**src/rtl/fpu_link_host.sv**
```systemverilog
// Host end of the FPU pin link: sends (a, b, op) as four 9-bit beats on the chip
// input bus, then gathers the two-byte result (or a timeout) for the consumer.
//
// state | meaning
// IDLE  | req_ready high, waiting for a request handshake
// SEND  | request beats on bus_out, GAP idle cycles between beats
// WAIT  | waiting for result low byte (idx 0)
// RECV  | low byte held, waiting for high byte (idx 1); idx 0 resyncs
// DONE  | result or timeout presented until res_ready
module fpu_link_host #(
  parameter int GAP     = 0,
  parameter int TIMEOUT = 255
) (
  input  logic        clock,
  input  logic        reset,
  input  logic        req_valid,
  output logic        req_ready,
  input  logic [15:0] req_a,
  input  logic [15:0] req_b,
  input  logic [3:0]  req_op,
  output logic [11:0] bus_out,
  input  logic [11:0] bus_in,
  output logic        res_valid,
  input  logic        res_ready,
  output logic [15:0] res_y,
  output logic        res_timeout
);

  // timeout timer is a down-counter loaded with TIMEOUT-1; expiry when it reads zero
  localparam int TW = (TIMEOUT < 3) ? 1 : $clog2(TIMEOUT);
  localparam logic [TW-1:0] TMO_LOAD = TW'(TIMEOUT - 1);
  localparam logic [3:0]    GAP_LOAD = 4'(GAP);

  typedef enum logic [2:0] {S_IDLE, S_SEND, S_WAIT, S_RECV, S_DONE} state_t;

  state_t         state_q, state_d;
  logic [15:0]    a_q, a_d, b_q, b_d;
  logic [3:0]     op_q, op_d;
  logic [1:0]     beat_q, beat_d;
  logic [3:0]     gap_q, gap_d;
  logic [TW-1:0]  tmo_q, tmo_d;
  logic [11:0]    bus_d;
  logic           req_ready_d, res_valid_d, res_timeout_d;
  logic [15:0]    res_y_d;

  logic           handshake, lo_hit, hi_hit, tmo_hit;
  logic [7:0]     in_byte;
  logic           unused_bits;

  assign handshake   = req_valid && req_ready;
  assign lo_hit      = bus_in[11] && !bus_in[10];
  assign hi_hit      = bus_in[11] &&  bus_in[10];
  assign in_byte     = bus_in[7:0];
  assign tmo_hit     = (tmo_q == '0);
  assign unused_bits = ^bus_in[9:8];

  function automatic logic [11:0] beat_word(input logic [1:0]  k,
                                            input logic [15:0] a,
                                            input logic [15:0] b,
                                            input logic [3:0]  op);
    logic [8:0] p;
    case (k)
      2'd0:    p = a[8:0];
      2'd1:    p = {b[1:0], a[15:9]};
      2'd2:    p = b[10:2];
      default: p = {op, b[15:11]};
    endcase
    return {1'b1, k, p};
  endfunction

  always_ff @(posedge clock or negedge reset) begin
    if (!reset) state_q <= S_IDLE;
    else        state_q <= state_d;
  end

  always_comb begin
    state_d = state_q;
    case (state_q)
      S_IDLE: if (handshake) state_d = S_SEND;
      S_SEND: if (beat_q == 2'd3) state_d = S_WAIT;
      S_WAIT: begin
        if (lo_hit)       state_d = S_RECV;
        else if (tmo_hit) state_d = S_DONE;
      end
      S_RECV: begin
        if (hi_hit)                  state_d = S_DONE;
        else if (!lo_hit && tmo_hit) state_d = S_DONE;
      end
      S_DONE: if (res_ready) state_d = S_IDLE;
      default: state_d = S_IDLE;
    endcase
  end

  always_comb begin
    a_d           = a_q;
    b_d           = b_q;
    op_d          = op_q;
    beat_d        = beat_q;
    gap_d         = gap_q;
    tmo_d         = tmo_q;
    bus_d         = '0;
    res_valid_d   = res_valid;
    res_y_d       = res_y;
    res_timeout_d = res_timeout;
    case (state_q)
      S_IDLE: begin
        if (handshake) begin
          a_d    = req_a;
          b_d    = req_b;
          op_d   = req_op;
          beat_d = 2'd0;
          gap_d  = GAP_LOAD;
          bus_d  = beat_word(2'd0, req_a, req_b, req_op);
        end
      end
      S_SEND: begin
        if (beat_q == 2'd3) begin
          tmo_d = TMO_LOAD;
        end else if (gap_q == 4'd0) begin
          beat_d = beat_q + 2'd1;
          gap_d  = GAP_LOAD;
          bus_d  = beat_word(beat_q + 2'd1, a_q, b_q, op_q);
        end else begin
          gap_d = gap_q - 4'd1;
        end
      end
      S_WAIT, S_RECV: begin
        // an accepted beat takes priority over an expiring timer
        if (hi_hit && state_q == S_RECV) begin
          res_y_d[15:8] = in_byte;
          res_valid_d   = 1'b1;
          res_timeout_d = 1'b0;
        end else if (lo_hit) begin
          res_y_d[7:0] = in_byte;
          tmo_d        = TMO_LOAD;
        end else if (tmo_hit) begin
          res_y_d       = '0;
          res_valid_d   = 1'b1;
          res_timeout_d = 1'b1;
        end else begin
          tmo_d = tmo_q - TW'(1);
        end
      end
      S_DONE: if (res_ready) res_valid_d = 1'b0;
      default: ;
    endcase
    req_ready_d = (state_d == S_IDLE);
  end

  always_ff @(posedge clock or negedge reset) begin
    if (!reset) begin
      a_q         <= '0;
      b_q         <= '0;
      op_q        <= '0;
      beat_q      <= '0;
      gap_q       <= '0;
      tmo_q       <= '0;
      bus_out     <= '0;
      req_ready   <= 1'b1;
      res_valid   <= 1'b0;
      res_y       <= '0;
      res_timeout <= 1'b0;
    end else begin
      a_q         <= a_d;
      b_q         <= b_d;
      op_q        <= op_d;
      beat_q      <= beat_d;
      gap_q       <= gap_d;
      tmo_q       <= tmo_d;
      bus_out     <= bus_d;
      req_ready   <= req_ready_d;
      res_valid   <= res_valid_d;
      res_y       <= res_y_d;
      res_timeout <= res_timeout_d;
    end
  end

endmodule
```
**config.mk**
```make
export PLATFORM = sky130hd
export DESIGN_NAME = fpu_link_host
export DESIGN_NICKNAME = d
export VERILOG_FILES = /design/src/rtl/fpu_link_host.sv
export SDC_FILE = /design/constraint.sdc
export NUM_CORES = 1
export LEC_CHECK = 0
export CORE_MARGIN = 4
export CORE_UTILIZATION = 56
export CTS_BUF_LIST = sky130_fd_sc_hd__clkbuf_8
export CTS_CLUSTER_SIZE = 16
export DETAILED_ROUTE_END_ITERATION = 10
export PLACE_DENSITY = 0.88
export SYNTH_ARGS = -nofsm -noshare
export SYNTH_HDL_FRONTEND = slang
export SYNTH_SLANG_ARGS = --single-unit
```
**constraint.sdc**
```tcl
create_clock -name clock -period 4.92 [get_ports clock]
set_input_delay 0.984 -clock clock [delete_from_list [all_inputs] [get_ports clock]]
set_output_delay 0.984 -clock clock [all_outputs]
set_load 0.05 [all_outputs]
```
Yosys cells after proc, flatten, opt, wreduce, memory -nomap -nowiden --
Cells that the tools add are included.
Storage, ports and cells: logic and storage cells 95, register bits after elaboration 84, output and inout port bits 31, bits of input ports 52
Cells by class: reduce and logical (&&, ||, !) cells 25, mux-type cells 36, add/subtract/negate cells 3, equality and inequality tests 17, bitwise logic cells 1
Operator list (number):
- 2-to-1 mux 8 bit | 7
- 2-to-1 mux 12 bit | 3
- one-hot mux 9 bit (3 select lines) | 1
- one-hot mux 12 bit (2 select lines) | 1
- 2-to-1 mux 3 bit | 7
- 2-to-1 mux 16 bit | 1
- one-hot mux 8 bit (2 select lines) | 1
- one-hot mux 3 bit (5 select lines) | 1
- 2-to-1 mux 4 bit | 3
- inequality test 2 bit (second input constant) | 6
- AND reduction 4 bit | 3
- nonzero test 2 bit | 5
- inequality test 3 bit (second input constant) | 3
- AND reduction 3 bit | 3
- logical NOT 8 bit | 1
- one-hot mux 4 bit (2 select lines) | 1
- subtractor 8 x 1 -> 8 bit (second input constant) | 1
- == test 3 x 2 -> 1 bit (second input constant) | 2
- logical NOT 3 bit | 2
- 2-to-1 mux 2 bit | 3
- logical AND 1 bit | 5
- 2-to-1 mux 1 bit | 5
- == test 2 bit (second input constant) | 2
- logical NOT 4 bit | 1
- other kinds (13) | 14

Depth between registers and ports, before layout --
Gate-level depths: netlist of run 1.
depth in word-level cells 8, gate-level depth with buffers 7, mapped depth without buffers 7

Least setup slack after synthesis of run 1 --
No wires, ideal clock.
kind input port to flip-flop, start input req_valid, end register a_q[2], path slack 2.891 ns, data arrival time 1.911 ns, path buffers 2, data required time 4.802 ns, stages 6, cell sequence nand2_1 -> or4_1 -> buf_2 -> buf_1 -> nand2_1 -> nand2_1
On the way: cells in the longest elaborated chain, start to end 2
RTL lines:
- start: declaration | RTL line 16 | input logic req_valid,
- logical AND 1 bit | RTL line 50 | assign handshake = req_valid && req_ready;
- AND reduction 2 bit (no source line)
- end signal: assignment | RTL line 152 | a_q <= '0;
- end signal: assignment | RTL line 164 | a_q <= a_d;
- end: declaration | RTL line 37 | logic [15:0] a_q, a_d, b_q, b_d;
Every way passes these cells. A chain may end at the register's enable or synchronous reset.

Worst setup path after layout of run 1 --
start input req_valid, end register beat_q[1]
On the way: cells in the longest elaborated chain, start to end 3
RTL lines:
- logical AND 1 bit | RTL line 50
- inequality test 2 bit (no source line)
- AND reduction 4 bit (no source line)
- end signal: assignment | RTL line 167 | beat_q <= beat_d;
- end: declaration | RTL line 39 | logic [1:0] beat_q, beat_d;
Every way passes these cells.

==> metrics.md, run 1 <==
| Metric | Value |
|---|---|
| Status | completed |
| Final ANT Viol Nets | 0 |
| Slew @ Worst Pin | 1.22 ns |
| Count of max-cap constraint violations | 0 |
| Cell taking the most area after synthesis | dfrtp_1 |
| Clk_lat worst skew | 0.36 ns |
| Switching Share | 0.426 |
| Vias post-DR | 2,949 |
| Final worst slack | 2.07 ns |
| Setup total negative slack | 0 ns |
| Top post-synthesis cells by area | dfrtp_1 (56%), nand2_1 (12%), a22o_1 (3.8%) |
| Layout Cells excl Fill | 528 |
| Drt wl/cell | 16.5 microns |
| Post-cts sizing count | 0 |
| Final RePlAce weighted congestion | 0.804 |
| Root Buffer Master | clkbuf_8 |
| Initial DRC Count | 237 |
| Vias in the first global route | 3,095 |
| CTS tree | built |
| Synth top cells by count | nand2_1 (122), dfrtp_1 (83), nor2_1 (21), a22o_1 (16), a21oi_1 (13) |
| Minimum clock period after layout | 2.85 ns |
| Clk sinks | 84 |
| CP Class | in -> reg |
| Via density | 5.59 |
| Critical Path RT | 5.14 ns |
| Synth Net Count | 432 |
| Post-synth ARST share | 1.00 |
| Peak supply drop | 0.479 mV |
| Crit. End Element | register |
| Core box area | 6350 sq um |
| Routed wire length | 8.71 mm |
| Die area | 7930 sq um |
| Pre-CTS WS | 1.73 ns |
| Port Buffers | 80 |
| Die Wd | 89.0 microns |
| Initial antenna violation count | 0 |
| Cell with the most instances after synthesis | nand2_1 |
| DRT Pass-1 Iters | 5 |
| Core Rows | 29 |
| Register area share after synthesis | 0.572 |
| Setup violators final | 0 |
| Synth unique cells | 53 |
| Top FF cell, synth | dfrtp_1 |
| Largest net degree at the start of global routing | 85 |
| Power share of the clock group | 0.167 |
| Reg clk slew, reported paths | 0.08 ns |
| Share of cells above drive strength 1 | 0.0710 |
| Pwr Total | 2.97 mW |
| Crit path DAT | 3.07 ns |
| RSZ-0062 raised after global routing | no |
| Critical Path Source Type | input pin |
| Multi-input logic area | 1450 sq um |
| # IOs | 83 |
| Dpl cells | 512 |
| Slew Limit Fails | 0 |
| Leakage power | 2.23 nW |
| Final #Nets | 507 |
| Internal power | 1.70 mW |
| Synthesis Warnings | 0 |
| Fmax | 0.350 GHz |
| Slew HR | 0.189 |
| Post-CTS Setup Repair Bufs | 0 |
| Post-synthesis cell count | 371 |
| Period Utilization, post-route | 0.580 |
| Critical path's slowest cell | or4_1 |
| Sequential Power Share | 0.394 |
| Most frequent CP cell | nand2_1 |
| Net Sw Power | 1.26 mW |
| Layout area overhead | 27.9% |
| First-pass GRT wire length | 14.3 mm |
| CTS Hold Buffers Added | 0 |
| Initial core utilization | 0.579 |
| Hold Crit Class | reg -> reg |
| Total global-route track usage | 0.236 |
| Number of flops mapped to enable cells by yosys | 0 |
| Htree depth | 3 |
| Die height | 89.0 microns |
| R2R Setup Slk | 2.65 ns |
| PwrDens | 631 nW/um^2 |
| Syn Area/Cell | 9.91 sq um |
| Final hold slack | 0.486 ns |
| Max stage delay on crit path | 0.96 ns |
| Clk buf depth | 2 |
| Logic pwr share | 0.438 |
| CP Cell Sequence | clkdlybuf4s50_1, nand2_1, or4_1, nand2_1, o22ai_1 |
| Final Skew | 0.00998 ns |
| Reg area | 2100 sq um |
| TritonCTS buffer count | 9 |
| Mapped Area | 3680 sq um |
| Filler cell count in the final layout | 449 |
| DP Wirelength | 5.83 mm |
| Final number of hold-violating endpoints | 0 |
| N_diodes | 0 |
| Post-synth top area share | 0.565 |
| Crit Path Max Fanout | 37 |
| GRT overflow | 0 |
| # DRC | 0 |
| Synth Register Bits | 84 |
-- area by class of cell --
class	count	area share
clock inverters	6	0.0136
repair buffers	81	0.171
inverters	13	0.0104
clock buffers	10	0.0293
well taps	77	0.0205
flip-flops and latches	84	0.447
multi-input cells	257	0.308
-- registers in the layout, summed over array words and instances (netlist names), 2 cells and up --
signal / cells
beat_q: 2
res_y: 16
state_q: 3
a_q: 16
gap_q: 4
op_q: 4
tmo_q: 8
b_q: 16
bus_out: 12
-- path summary, 6_finish.rpt --
check	start	end	depth (start not counted)
setup / recovery	req_valid	beat_q[1]	5
hold reg to reg	b_q[11]	b_q[11]	2
hold / removal	b_q[11]	b_q[11]	2
max in group asynchronous	reset	beat_q[1]	1
setup reg to reg	state_q[0]	beat_q[1]	3
min in group asynchronous	reset	a_q[3]	1
-- cells in the final DEF (no fill, tap or decap), types with 2 or more instances in the layout --
cell / n
inv_1: 12
clkinvlp_4: 2
clkbuf_8: 10
o21ai_1: 10
dfrtp_1: 83
a222oi_1: 9
a22o_1: 16
o21ai_0: 6
ha_1: 9
clkdlybuf4s50_1: 79
nor4_4: 2
clkinv_2: 2
nor3b_1: 3
nor2_1: 21
or3_1: 2
o31ai_1: 4
nand2b_1: 2
and2_1: 2
or2_2: 2
nand2_1: 122
buf_4: 2
or3b_1: 2
nand3_1: 3
nor3_1: 3
a21oi_1: 13
-- power groups by stage --
stage                     logic [mW]  registers [mW]  clock network [mW]
after floorplan                0.605            1.46                   0
after global placement          1.25            1.16                   0
after detailed placement        1.30            1.17                   0
after CTS                       1.31            1.17               0.504
after global routing            1.42            1.20               0.541
final                           1.30            1.17               0.496
-- critical path, delay by kind of cell --
| family | cells | cell delay, ns |
|---|---|---|
| compound gates | 1 | 0.13 |
| buf+inv | 1 | 0.49 |
| simple gates | 3 | 1.46 |
-- cells by family (layout without fill, tap and decap cells) --
logic type | after synthesis | after routing | share of synthesized area
buffers and inverters | 30 | 110 | 0.0367
multiplexers | 1 | 1 | 0.00306
AO/OA/AOI/OAI | 74 | 74 | 0.149
flip-flops | 84 | 84 | 0.572
adder cells (fa/ha/maj) | 9 | 9 | 0.0306
XOR/XNOR | 1 | 1 | 0.00238
AND/OR/NAND/NOR | 172 | 172 | 0.206
-- through the flow --
step	utilization	cell area, sq um
after floorplan	-	3680
after global placement	0.709	4500
after detailed placement	0.709	4500
after CTS	0.741	4700
after global routing	0.741	4700
final	0.741	4700
-- layer usage --
metal	wire [microns]	GRT usage
met3	810	0.100
met1	3410	0.281
met5	0	0
met2	4330	0.394
met4	148	0.0677
No activity file was read; power rests on OpenSTA's default activity.
==> inputs of run 2 (changes only) <==
CORE_UTILIZATION = 47   (was 56)
PLACE_DENSITY = 0.78   (was 0.88)
clock period = 2.5 ns   (was 4.92 ns; I/O delays follow)
==> run 2 against run 1 <==
Global-route usage is 4.2 points lower. Count of clock-buffer cells in the layout decreased by 1. Critical path depth shrank 4. Largest cell class unchanged. Register-to-register slack got worse by 2.3 ns. Die area rose by 17%.
==> metrics.md, run 2 (synthesis results as in run 1) <==
| Metric | Value |
|---|---|
| Status | completed |
| DP Wirelength | 6.03 mm (+3.5%) |
| CP Buf/Inv Count | 1 (unchanged) |
| Clk buf depth | 2 (unchanged) |
| TritonCTS buffer count | 9 (unchanged) |
| Switching Share | 0.423 (-0.00219) |
| Final hold slack | 0.155 ns (-0.332 ns) |
| First-pass GRT wire length | 14.0 mm (-2.3%) |
| Drt wl/cell | 15.3 microns (-7.1%) |
| Critical path's slowest cell | clkdlybuf4s50_1 |
| N_diodes | 0 (unchanged) |
| Vias in the first global route | 3,023 (-2.3%) |
| R2R Setup Slk | 0.36 ns (-2.29 ns) |
| Crit Path Max Fanout | 3 (-92%) |
| Core Rows | 31 (+6.9%) |
| Clk_lat worst skew | 0.35 ns (about the same) |
| Layout area overhead | 30.1% |
| Via density | 5.32 (-4.8%) |
| DRT Pass-1 Iters | 5 (unchanged) |
| Period Utilization, post-route | 0.884 |
| Minimum clock period after layout | 2.21 ns |
| Final Skew | 0.0144 ns (+0.00441 ns) |
| Final number of hold-violating endpoints | 0 (unchanged) |
| Fmax | 0.453 GHz |
| Top Metal Used | met4 |
| GRT overflow | 0 (unchanged) |
| Finished Cell Area | 4790 sq um (+1.8%) |
| Post-CTS Setup Repair Bufs | 0 (unchanged) |
| Vias post-DR | 2,957 (+0.27%) |
| Final ANT Viol Nets | 0 (unchanged) |
| Slew @ Worst Pin | 0.675 ns (-0.542 ns) |
| Die area | 9300 sq um (+17%) |
| Crit path DAT | 1.71 ns (-1.36 ns) |
| PwrDens | 1210 nW/um^2 (+93%) |
| Routed wire length | 8.52 mm (-2.2%) |
| Net Sw Power | 2.46 mW (+95%) |
| Leakage power | 2.26 nW (+1.5%) |
| CP Launch Point | req_ready |
| Pwr Total | 5.81 mW (+96%) |
| Initial antenna violation count | 0 (unchanged) |
| Root Buffer Master | clkbuf_8 |
| Commonest non-fill, non-tap cells in the layout | nand2_1 (122), dfrtp_1 (83), clkdlybuf4s50_1 (79) |
| Crit. End Element | output pin |
| Filler cell count in the final layout | 612 (+36%) |
| Share of cells above drive strength 1 | 0.0810 (+0.0100) |
| Multi-input logic area | 1450 sq um (unchanged) |
| Max stage delay on crit path | 0.81 ns (-0.15 ns) |
| Wl on met1 | 3.62 mm (+6.2%) |
| Core box area | 7410 sq um (+17%) |
| Setup total negative slack | 0 ns (unchanged) |
| Post-cts sizing count | 0 (unchanged) |
| Final RePlAce weighted congestion | 0.802 (-0.34%) |
| Logic pwr share | 0.439 (about the same) |
| Reg clk slew, reported paths | 0.09 ns (about the same) |
| Critical Path Source Type | register |
| Setup violators final | 0 (unchanged) |
| Die height | 96.5 microns (+8.3%) |
| RSZ-0062 raised after global routing | no |
| # IOs | 83 (unchanged) |
| Met2 wire len | 4.02 mm (-7.2%) |
| CTS Hold Buffers Added | 0 (unchanged) |
| Slew Limit Fails | 0 (unchanged) |
| CP Cell Sequence | clkdlybuf4s50_1 |
| Critical Path RT | 2.00 ns (-3.14 ns) |
| Peak supply drop | 0.619 mV (+29%) |
| Clk sinks | 84 (unchanged) |
| WL met3 | 813 microns (+0.37%) |
| Reg area | 2100 sq um (unchanged) |
| # DRC | 0 (unchanged) |
| Slew HR | 0.550 (+0.361) |
| Hold Crit Class | in -> async |
| Largest net degree at the start of global routing | 48 (-44%) |
| Most common cell after layout, fill and taps aside | nand2_1 |
| CP Class | reg -> out |
| Total global-route track usage | 0.194 (-0.0419) |
| Sequential Power Share | 0.395 (about the same) |
| Crit path max-delay family | buffers and inverters |
| Area after DPL | 4590 sq um (+1.9%) |
| Final #Nets | 513 (+1.2%) |
| Initial core utilization | 0.496 (-0.0827) |
| Count of max-cap constraint violations | 0 (unchanged) |
| CTS tree | built |
| Initial DRC Count | 227 (-4.2%) |
| Internal power | 3.35 mW (+97%) |
| Final core utilization | 0.646 (-0.0947) |
| Die Wd | 96.5 microns (+8.3%) |
| Power share of the clock group | 0.167 (about the same) |
| Htree depth | 3 (unchanged) |
| RR Startpoint | gap_q[0] |
| Port Buffers | 80 (unchanged) |
| Largest regs | a_q x16, b_q x16, res_y x16 |
[run 2: changes by cell type in the layout (fill, tap and decap cells not counted), sizes merged]
cell    delta
clkinv     -2
clkbuf     -1
buf        +6
inv        +3
[run 2: stage by stage]
step | setup slack, ns | cells
floorplan | 0.722 | 371
global placement | 0.351 | 540
detailed placement | 0.320 | 540
CTS | 0.264 | 556
global route | 0.253 | 556
finish | 0.290 | 556
[run 2: power by group through the flow]
stage / Clock (mW) / Combinational (mW) / Sequential [mW]
final: 0.968 / 2.55 / 2.29
after CTS: 0.990 / 2.58 / 2.29
after global routing: 1.05 / 2.81 / 2.36
after detailed placement: 0 / 2.57 / 2.30
after global placement: 0 / 2.50 / 2.29
after floorplan: 0 / 1.19 / 2.87
[run 2: area by class of cell]
type,count,area share
Clock buffer,9,0.0259
Clock inverter,7,0.0157
Inverter,13,0.0102
Multi-Input combinational cell,257,0.302
Sequential cell,84,0.439
Tap cell,99,0.0259
Timing Repair Buffer,87,0.180
[run 2: layer usage]
layer | vias up | track usage
li1 | 1420 | -
met1 | 1422 | 0.253
met2 | 108 | 0.316
met3 | 7 | 0.0627
met4 | 0 | 0.0479
met5 | - | 0
[run 2: worst paths after layout]
check                       endpoint  cells past startpoint
hold reg to reg              a_q[13]                      2
setup / recovery           req_ready                      1
min in group clock           a_q[13]                      2
max in group asynchronous  req_ready                      2
hold / removal                b_q[6]                      1
setup reg to reg           beat_q[1]                      6
==> inputs of run 3 (changes only) <==
RECOVER_POWER = 100   (was not set)
==> run 3 against run 2 <==
Global-route usage stayed put. Critical path depth stayed put. Fmax is 3.2% lower. Count of clock-buffer cells in the layout stayed put. Critical endpoint unchanged. Register-to-register slack worse by 0.02 ns. Utilization is 0.62 points lower. Highest routed layer unchanged.
==> metrics.md, run 3 (synthesis results as in run 1) <==
| Metric | Value |
|---|---|
| Critical Path RT | 2.00 ns (about the same) |
| Final number of hold-violating endpoints | 0 (unchanged) |
| Clk_lat worst skew | 0.35 ns (about the same) |
| TritonCTS buffer count | 9 (unchanged) |
| Setup violators final | 0 (unchanged) |
| Via density | 5.32 (unchanged) |
| Slew @ Worst Pin | 1.14 ns (+0.468 ns) |
| CP Cell Sequence | dlygate4sd3_1 |
| Post-cts sizing count | 0 (unchanged) |
| Final ANT Viol Nets | 0 (unchanged) |
| Crit Path Max Fanout | 3 (unchanged) |
| Critical path's slowest cell | dlygate4sd3_1 |
| Max stage delay on crit path | 0.88 ns (+0.07 ns) |
| Largest regs | a_q x16, b_q x16, res_y x16 |
| Slew HR | 0.238 (-0.312) |
| Crit. End Element | output pin |
| N_diodes | 0 (unchanged) |
| Final RePlAce weighted congestion | 0.802 (unchanged) |
| Period Utilization, post-route | 0.913 (+0.0296) |
| RSZ-0062 raised after global routing | no |
| Minimum clock period after layout | 2.28 ns (+0.0741 ns) |
| Dpl cells | 540 (unchanged) |
| Die area | 9300 sq um (unchanged) |
| PwrDens | 1200 nW/um^2 (-1.1%) |
| Leakage power | 2.32 nW (+2.4%) |
| CP Buf/Inv Count | 1 (unchanged) |
| Final worst slack | 0.216 ns (-0.0741 ns) |
| Reg area | 2100 sq um (unchanged) |
| Crit path DAT | 1.78 ns (+0.07 ns) |
| Layout area overhead | 28.9% |
| Post-CTS Setup Repair Bufs | 0 (unchanged) |
| Crit path max-delay family | buffers and inverters |
| Clk sinks | 84 (unchanged) |
| CTS Hold Buffers Added | 0 (unchanged) |
| Largest net degree at the start of global routing | 48 (unchanged) |
| Htree depth | 3 (unchanged) |
| Met2 Resource Use GR | 0.316 (unchanged) |
| DP Wirelength | 6.03 mm (unchanged) |
| Total global-route track usage | 0.194 (unchanged) |
| Core Rows | 31 (unchanged) |
| Filler cell count in the final layout | 620 (+1.3%) |
| Pre-CTS WS | 0.320 ns (unchanged) |
| Root Buffer Master | clkbuf_8 |
| Hold Crit Class | in -> async |
| DRT Pass-1 Iters | 5 (unchanged) |
| Status | completed |
| GRT overflow | 0 (unchanged) |
| # IOs | 83 (unchanged) |
| Initial antenna violation count | 0 (unchanged) |
| Die Wd | 96.5 microns (unchanged) |
| Die height | 96.5 microns (unchanged) |
| CTS tree | built |
| Peak supply drop | 0.597 mV (-3.6%) |
| Commonest non-fill, non-tap cells in the layout | nand2_1 (122), dfrtp_1 (83), clkdlybuf4s50_1 (47) |
| Global route hottest layer | met2 |
| Multi-input logic area | 1430 sq um (-1.3%) |
| CP Class | reg -> out |
| Share of cells above drive strength 1 | 0.0722 (-0.00875) |
| Final core utilization | 0.640 (-0.00625) |
| First-pass GRT wire length | 14.0 mm (unchanged) |
| Final #Nets | 513 (unchanged) |
| Slew Limit Fails | 0 (unchanged) |
| Fmax | 0.438 GHz (-3.2%) |
| Vias post-DR | 2,957 (unchanged) |
| Clk buf depth | 2 (unchanged) |
| Vias in the first global route | 3,023 (unchanged) |
| Routed wire length | 8.46 mm (-0.68%) |
| Reg clk slew, reported paths | 0.09 ns (about the same) |
| Count of max-cap constraint violations | 0 (unchanged) |
| Layout Cells excl Fill | 556 (unchanged) |
| Core box area | 7410 sq um (unchanged) |
| Initial core utilization | 0.496 (unchanged) |
| Met3 global-route usage | 0.0627 (unchanged) |
| Initial DRC Count | 207 (-8.8%) |
| Critical Path Source Type | register |
| Drt wl/cell | 15.2 microns (-0.68%) |
| M1 GR Usage | 0.253 (unchanged) |
| # DRC | 0 (unchanged) |
| Most common cell after layout, fill and taps aside | nand2_1 |
| Final Skew | 0.0131 ns (-0.00131 ns) |
| Setup total negative slack | 0 ns (unchanged) |
| Port Buffers | 80 (unchanged) |
-- run 3: cell types whose count changed in the layout (fill, tap and decap cells not counted), moves of 2 or more --
cell             change
clkdlybuf4s50_1     -32
dlygate4sd3_1       +32
o21ai_0             +10
o21ai_1             -10
buf_4                -4
clkbuf_2             +3
clkbuf_1             +2
-- run 3: where the power goes --
| part | switching, mW | total [mW] | internal, mW |
|---|---|---|---|
| combinational | 1.56 | 2.44 | 0.878 |
| sequential | 0.365 | 2.28 | 1.92 |
| clock | 0.503 | 0.970 | 0.467 |
| total | 2.43 | 5.69 | 3.26 |
-- run 3: worst reg2reg max path, stage by stage, from the launching register on --
cell       delay [ns]
dfrtp_1          0.38
inv_1            0.10
ha_1             0.15
nor3b_1          0.38
nand3_1          0.14
a31oi_1          0.62
inv_2            0.11
a2bb2oi_1        0.17
-- run 3: layout make-up --
type | instances | area share
multi-input cells | 257 | 0.301
clock buffers | 9 | 0.0261
inverters | 13 | 0.0103
well taps | 99 | 0.0261
repair buffers | 87 | 0.176
clock inverters | 7 | 0.0158
flip-flops and latches | 84 | 0.444
-- run 3: per-stage QoR --
step	cell area (sq um)	hold WS, ns	power [mW]
final	4740	0.355	5.69
after global routing	4740	0.458	6.10
after CTS	4790	0.158	5.86
after detailed placement	4590	0.464	4.87
after global placement	4590	0.457	4.78
after floorplan	3680	0.204	4.06
-- run 3: worst paths after layout --
check	startpoint	endpoint	slack (ns)	depth (start not counted)
setup / recovery	req_ready	req_ready	0.22	1
hold / removal	reset	b_q[6]	0.35	1
setup reg to reg	tmo_q[0]	tmo_q[6]	0.34	7
hold reg to reg	a_q[13]	a_q[13]	0.48	2
max in group asynchronous	reset	tmo_q[0]	0.92	2
min in group clock	a_q[13]	a_q[13]	0.48	2
-- run 3: layer usage --
layer / vias up / wire [microns]
li1: 1422 / -
met1: 1422 / 3570
met2: 105 / 4010
met3: 8 / 801
met4: 0 / 69
met5: - / 0
